File: config.mk
export PLATFORM = sky130hd
export DESIGN_NAME = prog_timer_bus_flat
export DESIGN_NICKNAME = d
export VERILOG_FILES = /design/src/rtl/prog_timer_bus_pkg.sv /design/src/rtl/prog_timer_bus_if.sv /design/src/rtl/prog_timer_bus.sv /design/src/flat_wrapper.sv
export SDC_FILE = /design/constraint.sdc
export NUM_CORES = 1
export LEC_CHECK = 0
export CORE_MARGIN = 1
export CORE_UTILIZATION = 40
export CTS_CLUSTER_SIZE = 10
export DETAILED_ROUTE_END_ITERATION = 7
export HOLD_SLACK_MARGIN = 0.1
export PLACE_DENSITY = 0.72
export SYNTH_ARGS = -nofsm -noshare
export SYNTH_HDL_FRONTEND = slang
export SYNTH_SLANG_ARGS = --single-unit
File: constraint.sdc
create_clock -name clk -period 4.76 [get_ports clk]
set_clock_uncertainty 0.2 [all_clocks]
set_input_delay 0.952 -clock clk [delete_from_list [all_inputs] [get_ports clk]]
set_output_delay 0.952 -clock clk [all_outputs]
set_load 0.02 [all_outputs]
File: src/rtl/prog_timer_bus_pkg.sv
// Shared constants for the programmable timer CPU front end: the register map,
// the CTRL bit positions and the clock-selection codes.
package prog_timer_pkg;

  localparam logic [11:0] ADDR_DATA_LO   = 12'hF24;
  localparam logic [11:0] ADDR_DATA_HI   = 12'hF25;
  localparam logic [11:0] ADDR_RELOAD_LO = 12'hF26;
  localparam logic [11:0] ADDR_RELOAD_HI = 12'hF27;
  localparam logic [11:0] ADDR_CTRL      = 12'hF78;
  localparam logic [11:0] ADDR_CLKSEL    = 12'hF79;
  localparam logic [11:0] ADDR_FACTOR    = 12'hF02;
  localparam logic [11:0] ADDR_MASK      = 12'hF12;

  localparam int CTRL_RUN_BIT = 0;
  localparam int CTRL_RST_BIT = 1;

  // Codes 000 and 001 both select the K03 source.
  typedef enum logic [2:0] {
    CLK_K03     = 3'b000,
    CLK_K03_ALT = 3'b001,
    CLK_256HZ   = 3'b010,
    CLK_512HZ   = 3'b011,
    CLK_1024HZ  = 3'b100,
    CLK_2048HZ  = 3'b101,
    CLK_4096HZ  = 3'b110,
    CLK_8192HZ  = 3'b111
  } clk_sel_e;

endpackage

File: src/rtl/prog_timer_bus_if.sv
// Nibble-wide CPU bus between the MMIO decoder (master) and a peripheral (slave).
interface prog_timer_bus_if;
  logic [11:0] bus_addr;
  logic [3:0]  bus_wdata;
  logic        bus_write;
  logic        bus_read;
  logic [3:0]  bus_rdata;
  logic        bus_rdata_valid;

  modport master (
    output bus_addr, bus_wdata, bus_write, bus_read,
    input  bus_rdata, bus_rdata_valid
  );

  modport slave (
    input  bus_addr, bus_wdata, bus_write, bus_read,
    output bus_rdata, bus_rdata_valid
  );
endinterface

File: src/rtl/prog_timer_bus.sv
// CPU register front end for the programmable timer: decodes nibble accesses
// into timer controls, returns counter/flag state and produces the masked irq.
module prog_timer_bus
  import prog_timer_pkg::*;
(
  input  logic                 clk,
  input  logic                 reset_n,
  prog_timer_bus_if.slave      bus,
  input  logic [7:0]           timer_downcounter,
  input  logic                 timer_factor_flag,
  output logic                 timer_enable,
  output logic                 timer_reset,
  output logic [2:0]           timer_clock_sel,
  output logic [7:0]           timer_reload,
  output logic                 timer_reset_factor,
  output logic                 irq
);

  logic [3:0] r_rdata;
  logic       r_rdata_valid;
  logic       r_enable;
  logic       r_reset;
  clk_sel_e   r_clk_sel;
  logic [7:0] r_reload;
  logic       r_reset_factor;
  logic       r_mask;
  logic       r_irq;
  logic [3:0] r_shadow;
  logic       r_shadow_valid;

  logic [3:0] w_rdata;

  always_comb begin
    w_rdata = 4'h0;
    case (bus.bus_addr)
      ADDR_DATA_LO:   w_rdata = timer_downcounter[3:0];
      ADDR_DATA_HI:   w_rdata = r_shadow_valid ? r_shadow : timer_downcounter[7:4];
      ADDR_RELOAD_LO: w_rdata = r_reload[3:0];
      ADDR_RELOAD_HI: w_rdata = r_reload[7:4];
      ADDR_CTRL:      w_rdata = {3'b000, r_enable};
      ADDR_CLKSEL:    w_rdata = {1'b0, r_clk_sel};
      ADDR_FACTOR:    w_rdata = {3'b000, timer_factor_flag};
      ADDR_MASK:      w_rdata = {3'b000, r_mask};
      default:        w_rdata = 4'h0;
    endcase
  end

  always_ff @(posedge clk) begin
    if (!reset_n) begin
      r_rdata        <= 4'h0;
      r_rdata_valid  <= 1'b0;
      r_enable       <= 1'b0;
      r_reset        <= 1'b0;
      r_clk_sel      <= CLK_K03;
      r_reload       <= 8'h00;
      r_reset_factor <= 1'b0;
      r_mask         <= 1'b0;
      r_irq          <= 1'b0;
      r_shadow       <= 4'h0;
      r_shadow_valid <= 1'b0;
    end else begin
      r_rdata_valid  <= 1'b0;
      r_reset        <= 1'b0;
      r_reset_factor <= 1'b0;
      r_irq          <= timer_factor_flag & r_mask;
      // A write wins over a simultaneous read; the read is silently dropped.
      if (bus.bus_write) begin
        r_shadow_valid <= 1'b0;
        case (bus.bus_addr)
          ADDR_RELOAD_LO: r_reload[3:0] <= bus.bus_wdata;
          ADDR_RELOAD_HI: r_reload[7:4] <= bus.bus_wdata;
          ADDR_CTRL: begin
            r_enable <= bus.bus_wdata[CTRL_RUN_BIT];
            r_reset  <= bus.bus_wdata[CTRL_RST_BIT];
          end
          ADDR_CLKSEL:    r_clk_sel <= clk_sel_e'(bus.bus_wdata[2:0]);
          ADDR_MASK:      r_mask    <= bus.bus_wdata[0];
          default:        ;
        endcase
      end else if (bus.bus_read) begin
        r_rdata       <= w_rdata;
        r_rdata_valid <= 1'b1;
        case (bus.bus_addr)
          ADDR_DATA_LO: begin
            r_shadow       <= timer_downcounter[7:4];
            r_shadow_valid <= 1'b1;
          end
          ADDR_DATA_HI: r_shadow_valid <= 1'b0;
          ADDR_FACTOR:  r_reset_factor <= timer_factor_flag;
          default:      ;
        endcase
      end
    end
  end

  assign bus.bus_rdata       = r_rdata;
  assign bus.bus_rdata_valid = r_rdata_valid;
  assign timer_enable        = r_enable;
  assign timer_reset         = r_reset;
  assign timer_clock_sel     = r_clk_sel;
  assign timer_reload        = r_reload;
  assign timer_reset_factor  = r_reset_factor;
  assign irq                 = r_irq;

endmodule

File: src/flat_wrapper.sv
// flat-port wrapper written by rule: the top's interface ports become plain ports
module prog_timer_bus_flat import prog_timer_pkg::*;
  (clk, reset_n, timer_downcounter, timer_factor_flag, timer_enable, timer_reset, timer_clock_sel, timer_reload, timer_reset_factor, irq, bus_bus_addr, bus_bus_wdata, bus_bus_write, bus_bus_read, bus_bus_rdata, bus_bus_rdata_valid);
  prog_timer_bus_if bus_i ();
  input  logic clk;
  input  logic reset_n;
  input  logic [7:0] timer_downcounter;
  input  logic timer_factor_flag;
  output logic timer_enable;
  output logic timer_reset;
  output logic [2:0] timer_clock_sel;
  output logic [7:0] timer_reload;
  output logic timer_reset_factor;
  output logic irq;
  input wire logic [$bits(bus_i.bus_addr)-1:0] bus_bus_addr;
  input wire logic [$bits(bus_i.bus_wdata)-1:0] bus_bus_wdata;
  input wire logic [$bits(bus_i.bus_write)-1:0] bus_bus_write;
  input wire logic [$bits(bus_i.bus_read)-1:0] bus_bus_read;
  output wire logic [$bits(bus_i.bus_rdata)-1:0] bus_bus_rdata;
  output wire logic [$bits(bus_i.bus_rdata_valid)-1:0] bus_bus_rdata_valid;
  assign bus_i.bus_addr = bus_bus_addr;
  assign bus_i.bus_wdata = bus_bus_wdata;
  assign bus_i.bus_write = bus_bus_write;
  assign bus_i.bus_read = bus_bus_read;
  assign bus_bus_rdata = bus_i.bus_rdata;
  assign bus_bus_rdata_valid = bus_i.bus_rdata_valid;
  prog_timer_bus u_core (.clk(clk), .reset_n(reset_n), .bus(bus_i), .timer_downcounter(timer_downcounter), .timer_factor_flag(timer_factor_flag), .timer_enable(timer_enable), .timer_reset(timer_reset), .timer_clock_sel(timer_clock_sel), .timer_reload(timer_reload), .timer_reset_factor(timer_reset_factor), .irq(irq));
endmodule
# Yosys cells after proc, flatten, opt, wreduce, memory -nomap -nowiden
# Index checks and enable logic that the tools add are counted.
# Widths: inputs -> output; s select.
# op_classes
muxes	4
reduce_logical	12
eq_ne	8
bitwise	5
# op_table
operator	n
$eq 12x12->1 const B	8
$pmux 4 s8	1
$reduce_and 2->1	7
$reduce_and 3->1	2
$mux 4	1
$not 1->1	4
$reduce_or 4->1	1
$pmux 1 s2	1
$reduce_bool 2->1	1
$reduce_or 2->1	1
$and 1x1->1	1
$mux 1	1
# word_totals
elab_cells	41
input_bits	29
output_inout_bits	20
regBits	26

# Longest topological paths before layout
# logic_depth
word_depth	3
ltp_mapped	6
ltp_nobuf	4

# Worst setup path before layout
# Ideal clock, no wire load.
# synth_path
path_type	input-to-reg
from	input bus_bus_addr[5]
to	register u_core.r_mask
cell_stages	4
arrival_ps	1968
path_slack_ps	2464
path_cell_list	or4b_4 > nor4_4 > mux2i_1 > nor2_1
# synth_via
elab_chain_cells	2
# synth_rtl
item	line_no	rtl
start: declaration	flat_wrapper.sv:15	input wire logic [$bits(bus_i.bus_addr)-1:0] bus_bus_addr;
$eq 12x12->1	prog_timer_bus.sv:69	case (bus.bus_addr)
$reduce_and 2->1 (no line)	n/a	
end signal: assignment	prog_timer_bus.sv:77	ADDR_MASK: r_mask <= bus.bus_wdata[0];
end: declaration	prog_timer_bus.sv:26	logic r_mask;
# Every way passes these cells.
# A chain may end at the register's enable or synchronous reset.

# Final worst setup path
# layout_path
from	input bus_bus_addr[0]
to	register u_core.r_mask
# Same word-level chain as after synthesis.

==> impl_metrics.yaml <==
setup_path:
  cp_max_fo: 16
  startpoint_type: "primary input"
  startpoint: "bus_bus_addr[0]"
  path_class: "primary input to flip-flop"
  cp-end-kind: "flip-flop"
  r2r_start: "u_core.r_shadow_valid"
  arrival_ps: 2860
  crit_required_ps: 4760
  rrSetupSlack_ps: 2940
floorplan:
  core_mm2: 0.00334
  io-pin-count: 49
  die_y_um: 60.9
  dieWidth_um: 60.9
  initial_core_util_pct: 41.5
  die-area_mm2: 0.00371
  row_count: 21
place:
  dp_cells: 252
  post_dp_cell_area_mm2: 0.00189
  port_buffers: 48
  dp_hpwl_um: 3170
  routabilityCongestion: 0.882
clock_tree:
  cts_buffer_depth: 2
  cts_tree: "yes"
  htree_num_levels: 1
  path_clk_slew_ps: 140
  clock_sinks: 26
  post_cts_resized: 0
  cts_hold_buf: 0
  cts-root-buf: "clkbuf_4"
  worstSkewPairLatency_ps: 320
  numCtsBuffers: 3
  cts_setup_buffers: 0
yosys:
  synth_seq_area_share_pct: 37.5
  syn_area_mm2: 0.00139
  synth-main-ff-cell: "dfxtp_1"
  syn_nets: 195
  ys_types: 34
  synth_area_leaders: "dfxtp_1 (38%), nand3_1 (7.9%), a21oi_1 (7.2%)"
  async_reset_ff_share_pct: 0
  synth.avg_cell_area_um2: 8.35
  yosysTopAreaCell: "dfxtp_1"
  yosysWarnings: 0
  synthCells: 166
  yosysMostFrequentCell: "dfxtp_1"
  synth_common_cells: "dfxtp_1 (26), nand3_1 (22), a21oi_1 (20), o21ai_1 (14), nand2_1 (9)"
  synth_edf_count: 0
  synth_seq_cells: 26
  yosysTopAreaCellShare_pct: 37.5
finish:
  diodes: 0
  seq_area_um2: 520
  drive_gt1_share_pct: 5.71
  n_fill_cell: 316
  fin_cells: 256
  syn2layout_area_growth_pct: 39.0
  design_area_mm2: 0.00193
  multi_input_area_um2: 821
  fin_nets: 240
sta:
  grt_setup_unrepaired: "false"
  finalCritPeriodShare_pct: 60.0
  clock.fmax_mhz: 350
  hold_violations: 0
  tns_ps: 0
  period_needed_ps: 2860
  worstMarginPinSlew_ps: 669
  setup_viol_count_final: 0
  slew_headroom_pct: 55.3
  slew_viol_final: 0
global_routing:
  grt_usage_pct: 24.4
  grt_pass1_wl_um: 6700
  grt_max_degree: 21
  overflow: 0
  grt_antenna_before_repair: 0
  first_global_vias: 1413
power_and_ir_drop:
  ir_worst_vdd_mv: 0.118
  power_leakage_nw: 0.623
  power_density_mw_per_mm2: 207
route:
  wl_um: 4120
  drtIter0Drc: 78
  num_vias: 1477
  wl_per_cell_um: 16.1
  first_pass_iters: 5
  drtAntennaViolNets: 0
  drc_errors: 0
  post_drt_via_cell_ratio: 5.77
job:
  maxCapViolCount: 0
status:
  status: "complete, no violations"
min_path:
  min_path_type: "flip-flop to flip-flop"
  min-delay-start: "u_core.bus.bus_rdata[3]"
-- final timing paths --
path | depth (start not counted) | to
worst min register to register | 2 | u_core.bus.bus_rdata[3]
worst max-delay path | 5 | u_core.r_mask
worst min-delay path | 2 | u_core.bus.bus_rdata[3]
worst max register to register | 4 | u_core.bus.bus_rdata[2]
-- final cells by class --
cell class | instances | share of cell area, %
flip-flops and latches | 26 | 27.0
repair buffers | 48 | 24.9
well taps | 46 | 2.99
inverters | 3 | 0.584
clock buffers | 4 | 1.88
multi-input cells | 129 | 42.6
-- power breakdown --
part / switching [mW] / internal [mW]
clock network: 0.0663 / 0.0468
logic: 0.0324 / 0.0335
registers: 0.000882 / 0.219
total: 0.0996 / 0.300
-- layer usage --
layer	vias to the layer above	part of all wire, %	global-route usage, %
li1	717	-	-
met2	52	49	42.5
met1	704	44	32.2
met5	-	0	0
met4	0	0.75	5.84
met3	4	5.7	2.77
-- state kept, by name (all words and copies together), names as in the netlist --
signal                      cells
u_core.bus.bus_rdata            4
u_core.bus.bus_rdata_valid      1
u_core.irq                      1
u_core.r_mask                   1
u_core.r_shadow                 4
u_core.r_shadow_valid           1
u_core.timer_clock_sel          3
u_core.timer_enable             1
u_core.timer_reload             8
u_core.timer_reset              1
u_core.timer_reset_factor       1
-- kinds of logic after synthesis --
logic type / share of synthesized area (%)
compound gates: 19.0
buf+inv: 3.25
flops: 37.5
mux: 8.57
simple gates: 31.7
-- critical path: stages --
cell and delay (ps):
clkdlybuf4s50_1 700, or4b_4 650, nor4_4 260, mux2i_1 230, nor2_1 60
-- metrics by stage --
step / setup WS [ps] / hold slack, ps / power, mW / util (%)
floorplan: 2460 / 251 / 0.251 / -
global placement: 1670 / 246 / 0.289 / 56.7
detailed placement: 1590 / 259 / 0.290 / 56.7
CTS: 1940 / 277 / 0.400 / 57.7
global route: 1840 / 289 / 0.418 / 57.7
finish: 1900 / 280 / 0.399 / 57.7
-- cell usage in the layout, fill, tap and decap left out, types with 5 or more instances in the layout --
| master | count |
|---|---|
| dfxtp_1 | 26 |
| clkdlybuf4s50_1 | 48 |
| nand2b_1 | 5 |
| o21ai_1 | 14 |
| a21oi_1 | 20 |
| nand4_1 | 6 |
| nand2_1 | 9 |
| nor2_1 | 5 |
| o21ai_0 | 6 |
| nand3_1 | 22 |
| and3_1 | 5 |
(Power assumes the default switching activity.)
